[src/rtl/mips_pkg.sv]
// Shared MIPS front-end definitions: opcodes, fetch FSM encodings and the
// PC/instruction payload carried through the skid buffer and IF/ID register.
package mips_pkg;

   localparam int unsigned XLEN     = 32;
   localparam int unsigned OP_W     = 6;

   localparam logic [OP_W-1:0] OP_ANDI = 6'h0C;
   localparam logic [OP_W-1:0] OP_ORI  = 6'h0D;
   localparam logic [OP_W-1:0] OP_XORI = 6'h0E;
   localparam logic [OP_W-1:0] OP_LUI  = 6'h0F;

   localparam logic [XLEN-1:0] PC_INC  = 32'd4;

   typedef enum logic [1:0] {
      S_REQ  = 2'd0,
      S_FULL = 2'd1,
      S_DROP = 2'd2
   } fetch_state_e;

   typedef struct packed {
      logic [XLEN-1:0] pc;
      logic [XLEN-1:0] instr;
   } fetch_word_t;

endpackage

[src/rtl/imm_ctrl_decode.sv]
// Immediate-extension select: logical immediates and lui zero-extend,
// everything else (arithmetic, compares, loads/stores, branches) sign-extends.
module imm_ctrl_decode
   import mips_pkg::*;
(
   input  logic [5:0] opcode,
   output logic       ext_sign
);

   always_comb begin
      ext_sign = 1'b1;
      case (opcode)
         OP_ANDI, OP_ORI, OP_XORI, OP_LUI: ext_sign = 1'b0;
         default:                          ext_sign = 1'b1;
      endcase
   end

endmodule

[src/rtl/fetch_decode_stage.sv]
// Instruction fetch with a one-entry skid buffer and the IF/ID pipeline
// register; supports stall, flush and branch/jump redirect.
module fetch_decode_stage
   import mips_pkg::*;
#(
   parameter logic [31:0] RESET_PC = 32'h0000_0000
) (
   input  logic        clk,
   input  logic        rst_n,
   output logic        imem_req,
   output logic [31:0] imem_addr,
   input  logic        imem_ack,
   input  logic [31:0] imem_rdata,
   input  logic        stall,
   input  logic        flush,
   input  logic        redirect_valid,
   input  logic [31:0] redirect_pc,
   output logic        id_valid,
   output logic [31:0] id_pc,
   output logic [31:0] id_instr,
   output logic [5:0]  id_opcode,
   output logic [4:0]  id_rs,
   output logic [4:0]  id_rt,
   output logic [4:0]  id_rd,
   output logic [4:0]  id_shamt,
   output logic [5:0]  id_funct,
   output logic [15:0] id_immediate,
   output logic [25:0] id_target,
   output logic        id_ext_sign
);

   fetch_state_e    state_q, state_d;
   logic [XLEN-1:0] pc_q, pc_d;
   logic [XLEN-1:0] addr_q, addr_d;
   fetch_word_t     skid_q, skid_d;
   fetch_word_t     id_q, id_d;
   logic            id_valid_q, id_valid_d;

   always_ff @(posedge clk or negedge rst_n) begin
      if (!rst_n) begin
         state_q    <= S_REQ;
         pc_q       <= RESET_PC;
         addr_q     <= RESET_PC;
         skid_q     <= '0;
         id_q       <= '0;
         id_valid_q <= 1'b0;
      end else begin
         state_q    <= state_d;
         pc_q       <= pc_d;
         addr_q     <= addr_d;
         skid_q     <= skid_d;
         id_q       <= id_d;
         id_valid_q <= id_valid_d;
      end
   end

   always_comb begin
      state_d    = state_q;
      pc_d       = pc_q;
      skid_d     = skid_q;
      id_d       = id_q;
      id_valid_d = stall ? id_valid_q : 1'b0;

      case (state_q)
         S_REQ: begin
            if (imem_ack) begin
               pc_d = pc_q + PC_INC;
               if (stall) begin
                  skid_d  = '{pc: pc_q, instr: imem_rdata};
                  state_d = S_FULL;
               end else begin
                  id_d       = '{pc: pc_q, instr: imem_rdata};
                  id_valid_d = 1'b1;
               end
            end
         end
         S_FULL: begin
            if (!stall) begin
               id_d       = skid_q;
               id_valid_d = 1'b1;
               state_d    = S_REQ;
            end
         end
         S_DROP: begin
            if (imem_ack) state_d = S_REQ;
         end
         default: state_d = S_REQ;
      endcase

      if (flush) id_valid_d = 1'b0;

      // Redirect discards any word returning this cycle and the skid contents.
      if (redirect_valid) begin
         pc_d       = {redirect_pc[31:2], 2'b00};
         id_d       = id_q;
         id_valid_d = 1'b0;
         skid_d     = '0;
         state_d    = (imem_ack || (state_q == S_FULL)) ? S_REQ : S_DROP;
      end

      // A stale request keeps its address on the bus until it is acknowledged.
      addr_d = (state_d == S_DROP) ? addr_q : pc_d;
   end

   assign imem_req     = (state_q != S_FULL);
   assign imem_addr    = addr_q;

   assign id_valid     = id_valid_q;
   assign id_pc        = id_q.pc;
   assign id_instr     = id_q.instr;
   assign id_opcode    = id_q.instr[31:26];
   assign id_rs        = id_q.instr[25:21];
   assign id_rt        = id_q.instr[20:16];
   assign id_rd        = id_q.instr[15:11];
   assign id_shamt     = id_q.instr[10:6];
   assign id_funct     = id_q.instr[5:0];
   assign id_immediate = id_q.instr[15:0];
   assign id_target    = id_q.instr[25:0];

   imm_ctrl_decode u_imm_ctrl_decode (
      .opcode   (id_q.instr[31:26]),
      .ext_sign (id_ext_sign)
   );

endmodule

[config.mk]
export PLATFORM = sky130hd
export DESIGN_NAME = fetch_decode_stage
export DESIGN_NICKNAME = d
export VERILOG_FILES = /design/src/rtl/mips_pkg.sv /design/src/rtl/imm_ctrl_decode.sv /design/src/rtl/fetch_decode_stage.sv
export SDC_FILE = /design/constraint.sdc
export NUM_CORES = 1
export LEC_CHECK = 0
export CORE_MARGIN = 5
export CORE_UTILIZATION = 25
export DETAILED_ROUTE_END_ITERATION = 12
export PLACE_DENSITY = 0.52
export SYNTH_ARGS = -nofsm -noshare
export SYNTH_HDL_FRONTEND = slang
export SYNTH_HIERARCHICAL = 1
export SYNTH_SLANG_ARGS = --single-unit
[constraint.sdc]
create_clock -name clk -period 3.3 [get_ports clk]
set_input_delay 0.66 -clock clk [delete_from_list [all_inputs] [get_ports clk]]
set_output_delay 0.66 -clock clk [all_outputs]
set_load 0.02 [all_outputs]
==> results by group, run 1 <==
Die
  • DIE WIDTH: 202 um
  • Core Area: 0.0364 mm2
  • Die area: 0.0407 mm2
  • Row Count: 70
  • Io pins: 243
  • Die Ht: 202 um
  • Initial Util: 25.2%

Clock network
  • Hold_buf cts: 0
  • Worst-skew pair later-pin latency: 0.44 ns
  • CTS Buf Count: 17
  • Clock Sinks: 195
  • Post-CTS Setup Repair Bufs: 0
  • Root Driver: clkbuf_16
  • Clock slew at reported path FFs: 0.07 ns
  • H-tree depth: 4
  • Max Buffers Root-to-Sink: 2
  • CTS tree: yes
  • Post-CTS sizing: 0

Timing
  • Setup_tns: 0 ns
  • Fin crit period: 2.41 ns
  • Slew Limit Fails: 0
  • Final period util: 73.2%
  • Fmax: 414 MHz
  • Fin. Hold Viols: 0
  • Max-slew headroom: 30.3%
  • RSZ-0062 raised after global routing: false
  • Worst slew pin tran: 1.04 ns
  • Final setup fails: 0
  • Clk_skew: 0.0114 ns

Routing
  • Vias: 7501
  • Vias per Instance: 4.60
  • Routed length per instance: 17.2 um
  • Total wire length: 28100 um
  • Post-route ant nets: 0
  • Drt pass-1 iters: 5
  • Residual DRC count: 0
  • DRT iter0 DRCs: 427

Logic synthesis
  • Net Count, Synth: 1086
  • EDFF count, synth: 0
  • Average size of a mapped cell: 9.06 um2
  • Ys async rst share: 100%
  • Post-Syn Instances: 1015
  • Post-synthesis compound-gate area fraction: 11.1%
  • Area share of fa/ha/maj cells after synthesis: 0.136%
  • Xor and xnor area share after synthesis: 2.38%
  • Yosys cell types: 46
  • Post-synthesis sequential area ratio: 53.1%
  • Mux contribution to synthesized area: 3.16%
  • Post-synth top flop: dfrtp_1
  • #FFs+latches synth: 195
  • Yosys warns: 6
  • Mapped cell area: 0.00920 mm2
  • Largest family of logic cells by synthesized area: simple AND/OR/NAND/NOR gates
  • Simple-gate share of the synthesized area: 20.7%

Critical path
  • Arrival @ worst endpoint: 1.75 ns
  • Crit. End Element: output port
  • Critical-path cell list: nor2b_4 -> inv_2 -> clkdlybuf4s50_1
  • Worst-path cell with the longest stage delay: clkdlybuf4s50_1
  • Buf/Inv on CP: 2
  • CP required: 2.64 ns
  • CP delay by family, top: buffers and inverters
  • Type of origin of the critical path: flip-flop
  • Critical path type: flip-flop to output port
  • CP max FO: 5
  • Slowest stage delay, CP: 0.63 ns

Layout
  • Nets: 1221
  • Finished Core Util: 33.2%
  • Fillcell total: 3796
  • Syn-to-layout area delta: 31.7%
  • Layout cell share with drive strength beyond 1: 7.57%
  • # diodes: 0

Global route
  • GRT overflow: 0
  • Busiest grt layer: met2
  • GR Layer Usage met2: 21.8%
  • Met3 Track Usage GR: 2.81%
  • Largest net degree at the start of global routing: 87
  • Vias in the first global route: 7258
  • First-pass GRT wire length: 44200 um
  • Initial antenna violation count: 0
  • GRT met1 Usage: 18.9%
  • GRT Util Overall: 13.6%

Power
  • Maximum VDD drop: 0.000349 V
  • Power density over cell area: 605 mW/mm2
  • Leakage Power: 4.94 nW

Place
  • Dpl hpwl: 18900 um
  • Port-buffer cells: 240
  • GPL Wtd Cong: 0.756

Status
  • Status: completed

Flow run
  • Max-capacitance violation count: 0

Min path
  • Min-Delay Path Class: input pin to asynchronous set/reset pin
-- worst register-to-register path, delay by kind of cell (launching register included) --
kind	cells	cell delay (ns)
DFF	1	0.47
AOI/OAI and AO/OA	2	0.43
buffers and inverters	2	0.28
and+or+nand+nor	3	1.09
-- cell type report --
cell class                      count  area, um2  share of cell area [%]
Sequential cell                   195       4880                    40.3
Clock inverter                     11       95.1                   0.785
Tap cell                          468        586                    4.83
Timing Repair Buffer              258       2590                    21.4
Multi-Input combinational cell    669       3460                    28.6
Clock buffer                       21        470                    3.88
Inverter                            9       33.8                   0.279
-- where the power goes --
part           total [W]  leakage [nW]  internal [W]  switching [W]
sequential       0.00298          2.40       0.00270       0.000285
combinational    0.00229          2.27       0.00107        0.00122
clock            0.00205         0.269       0.00105        0.00101
-- state kept, by name (all words and copies together), names as in the netlist --
register   cells
id_pc         32
state_q        2
id_instr      32
id_valid       1
skid_q        64
pc_q          32
imem_addr     32
-- cell usage after synthesis (all sizes together), types with 2 or more instances --
cell | count | area [um2]
a21oi | 79 | 395
a221o | 10 | 100
a31oi | 62 | 388
and2 | 4 | 25.0
and3 | 13 | 81.3
and4 | 7 | 61.3
buf | 92 | 652
clkbuf | 50 | 188
dfrtp | 195 | 4880
inv | 8 | 30.0
mux2 | 24 | 270
mux2i | 2 | 20.0
nand2 | 281 | 1060
nand3 | 12 | 60.1
nand4 | 10 | 68.8
nor2 | 87 | 327
nor2b | 4 | 25.0
nor3 | 8 | 45.0
nor3b | 2 | 15.0
nor4 | 9 | 75.1
o21ai | 11 | 55.1
o22ai | 3 | 18.8
o31ai | 3 | 22.5
or4 | 2 | 15.0
xnor2 | 10 | 87.6
xor2 | 15 | 131
-- stage by stage --
stage / std cells / worst slack, ns / hold slack (ns) / power (W) / instance area (um2)
2_1_floorplan: 1015 / 1.30 / 0.364 / 0.00434 / 9200
3_3_place_gp: 1599 / 0.498 / 0.471 / 0.00534 / 11500
6_report: 1631 / 0.885 / 0.159 / 0.00733 / 12100
4_1_cts: 1631 / 0.828 / 0.150 / 0.00747 / 12100
3_5_place_dp: 1599 / 0.510 / 0.458 / 0.00537 / 11500
5_1_grt: 1631 / 0.801 / 0.172 / 0.00770 / 12100
-- final timing paths --
check,from,slack [ns],depth (start not counted),endpoint
worst min-delay path,rst_n,0.16,1,imem_addr[6]$_DFFE_PN0P_
min in group clk,imem_addr[2]$_DFFE_PN0P_,0.48,2,imem_addr[2]$_DFFE_PN0P_
worst max register to register,state_q[1]$_DFF_PN0_,0.97,7,imem_addr[20]$_DFFE_PN0P_
worst min register to register,imem_addr[2]$_DFFE_PN0P_,0.48,2,imem_addr[2]$_DFFE_PN0P_
worst max-delay path,state_q[0]$_DFF_PN0_,0.89,3,imem_req
max in group asynchronous,rst_n,2.27,2,id_instr[5]$_DFFE_PN0P_
-- cell families after synthesis --
group,after synthesis
flip-flops,195
XOR/XNOR,25
AND/OR/NAND/NOR,444
adder cells (fa/ha/maj),1
buffers and inverters,151
AO/OA/AOI/OAI,173
multiplexers,26
-- per-layer routing --
layer	wire [um]	vias up
li1	-	3600
met1	13200	3670
met2	13200	207
met3	1260	24
met4	393	0
met5	0	-
-- cells in the final DEF, fill, tap and decap left out, types with 2 or more instances in the layout --
master,instances
and4_1,7
clkinv_4,4
a21oi_1,79
and2_1,3
mux2_2,24
or4_1,2
clkbuf_16,17
buf_4,15
o22ai_1,3
nand4_1,9
nand2_1,279
inv_6,3
buf_12,4
clkbuf_8,4
o21ai_0,11
a31oi_1,62
nor3_1,7
nor3b_1,2
dfrtp_1,195
nand2_2,2
nor4_2,4
mux2i_1,2
xnor2_1,10
inv_1,6
nand3_1,12
clkdlybuf4s50_1,238
o31ai_1,3
nor2b_1,3
inv_2,2
nor4_1,5
clkinvlp_4,3
nor2_1,87
a221o_1,10
and3_1,13
xor2_1,15
(Power assumes the default switching activity.)
==> run 2, diff against run 1 <==
- PLACE_DENSITY: 0.52 -> 0.53
- clock period: 3.3 -> 2 ns (I/O delays scaled with it)
==> results by group, run 2 (same netlist as run 1, synthesis figures left out) <==
Layout
  • Reg area: 0.00488 mm2
  • Most common cell after layout, fill and taps aside: nand2_1
  • Largest Register: skid_q
  • Layout cell share with drive strength beyond 1: 12.1%
  • # diodes: 0
  • Multi-input gate area: 0.00348 mm2
  • Syn-to-layout area delta: 37.7%
  • Fillcell total: 3772
  • Largest register FFs: 64
  • Nets: 1275
  • Finished Cell Area: 0.0127 mm2
  • Finished Core Util: 34.8%
  • Most frequent cells in the layout: nand2_1 (279), clkdlybuf4s50_1 (234), dfrtp_1 (194)

Timing
  • Fin crit period: 1.92 ns
  • Max-slew headroom: 45.7%
  • Clk_skew: 0.0191 ns
  • Slew Limit Fails: 0
  • Fmax: 520 MHz
  • Fin. Hold Viols: 0
  • Final period util: 96.2%
  • Setup_tns: 0 ns
  • Worst slew pin tran: 0.814 ns
  • Final setup fails: 0

Status
  • Status: completed

Power
  • Maximum VDD drop: 0.000566 V
  • Flop pwr share: 39.3%
  • Net Switching: 0.00439 W
  • Power Total: 0.0124 W
  • Power share of the clock group: 28.7%
  • Int Power: 0.00804 W
  • Power density over cell area: 982 mW/mm2
  • Combinational share of power: 32.0%
  • Sw Share: 35.3%
  • Leakage Power: 5.27 nW

Clock network
  • Root Driver: clkbuf_16
  • Clock slew at reported path FFs: 0.08 ns
  • H-tree depth: 4
  • Clock Sinks: 195
  • Max Buffers Root-to-Sink: 2
  • CTS Buf Count: 17
  • CTS tree: yes
  • Worst-skew pair later-pin latency: 0.45 ns

Routing
  • Residual DRC count: 0
  • Vias per Instance: 4.51
  • Vias: 7594
  • DRT iter0 DRCs: 390
  • Post-route ant nets: 0
  • Drt pass-1 iters: 4
  • Total wire length: 28500 um
  • Routed length per instance: 16.9 um

Min path
  • Min-Delay Path Class: input pin to flip-flop
  • Worst min-delay path startpoint: redirect_valid

Critical path
  • CP max FO: 5
  • Arrival @ worst endpoint: 1.52 ns
  • Worst-path cell with the longest stage delay: clkdlybuf4s50_1
  • Slowest stage delay, CP: 0.64 ns
  • Critical path type: flip-flop to output port
  • Type of origin of the critical path: flip-flop
  • Buf/Inv on CP: 1
  • CP required: 1.60 ns
  • Reg-to-reg startpoint: state_q[1]$_DFF_PN0_
  • CP delay by family, top: buffers and inverters
  • Critical-path cell list: clkdlybuf4s50_1
  • Crit path launch: id_instr[6]$_DFFE_PN0P_
  • Crit. End Element: output port

Die
  • Die area: 0.0407 mm2
  • Core Area: 0.0364 mm2
  • Row Count: 70
  • Initial Util: 25.2%
  • DIE WIDTH: 202 um
  • Die Ht: 202 um
  • Io pins: 243

Place
  • GPL Wtd Cong: 0.790
  • Port-buffer cells: 240
  • DP Area: 0.0120 mm2
  • Dpl hpwl: 20400 um

Global route
  • GRT Util Overall: 13.8%
  • GRT overflow: 0
  • Vias in the first global route: 7573
  • First-pass GRT wire length: 44900 um
  • Largest net degree at the start of global routing: 73
  • Initial antenna violation count: 0

Flow run
  • Max-capacitance violation count: 0
## run 2: changes by cell type in the layout (fill, tap and decap cells not counted), moves of 2 or more
cell	delta
buf_4	+47
buf_12	+6
clkinv_8	+5
clkdlybuf4s50_1	-4
clkbuf_8	-3
clkinv_4	-3
clkinvlp_4	-2
dlygate4sd2_1	+2
dlymetal6s2s_1	+2
inv_8	+2
nor4_1	-2
nor4_2	+2
## run 2: power groups by stage
stage                     sequential [W]  clock [W]  combinational (W)
final                            0.00489    0.00357            0.00397
after CTS                        0.00490    0.00371            0.00404
after global placement           0.00496          0            0.00400
after floorplan                  0.00538          0            0.00177
after global routing             0.00497    0.00384            0.00424
after detailed placement         0.00498          0            0.00403
## run 2: area by class of cell
cell class / count / area share [%]
clock buffers: 17 / 3.36
repair buffers: 312 / 24.3
clock inverters: 15 / 1.44
well taps: 468 / 4.62
multi-input cells: 669 / 27.5
inverters: 9 / 0.267
flip-flops and latches: 195 / 38.5
## run 2: timing repair
action                     in CTS  in global routing
buffers inserted                0                  1
pin swaps                       0                  2
cloned                          0                  0
setup endpoints to repair      16                 15
resized for setup               5                  6
hold endpoints to repair       21                  0
hold buffers                    1                  0
## run 2: through the flow
| step | setup WS, ns | cells | hold WS [ns] |
|---|---|---|---|
| after floorplan | 0.165 | 1015 | 0.104 |
| after global placement | -0.453 | 1651 | 0.301 |
| after detailed placement | -0.485 | 1651 | 0.302 |
| after CTS | 0.00343 | 1684 | 0.303 |
| after global routing | -0.00341 | 1685 | 0.317 |
| final | 0.0759 | 1685 | 0.335 |
## run 2: final timing paths
check | endpoint | slack, ns | cells after the start
hold / removal | state_q[0]$_DFF_PN0_ | 0.34 | 3
setup / recovery | id_immediate[6] | 0.08 | 1
max in group asynchronous | skid_q[58]$_DFFE_PN0P_ | 0.94 | 3
hold reg to reg | imem_addr[2]$_DFFE_PN0P_ | 0.48 | 2
setup reg to reg | imem_addr[28]$_DFFE_PN0P_ | 0.09 | 7
min in group asynchronous | imem_addr[1]$_DFFE_PN0P_ | 0.40 | 2
## run 2: per-layer routing
layer / vias to the layer above / track usage, % / share of wire [%]
li1: 3721 / - / -
met1: 3638 / 18.4 / 46
met2: 211 / 22.6 / 47
met3: 24 / 3.11 / 4.9
met4: 0 / 3.86 / 1.5
met5: - / 0 / 0
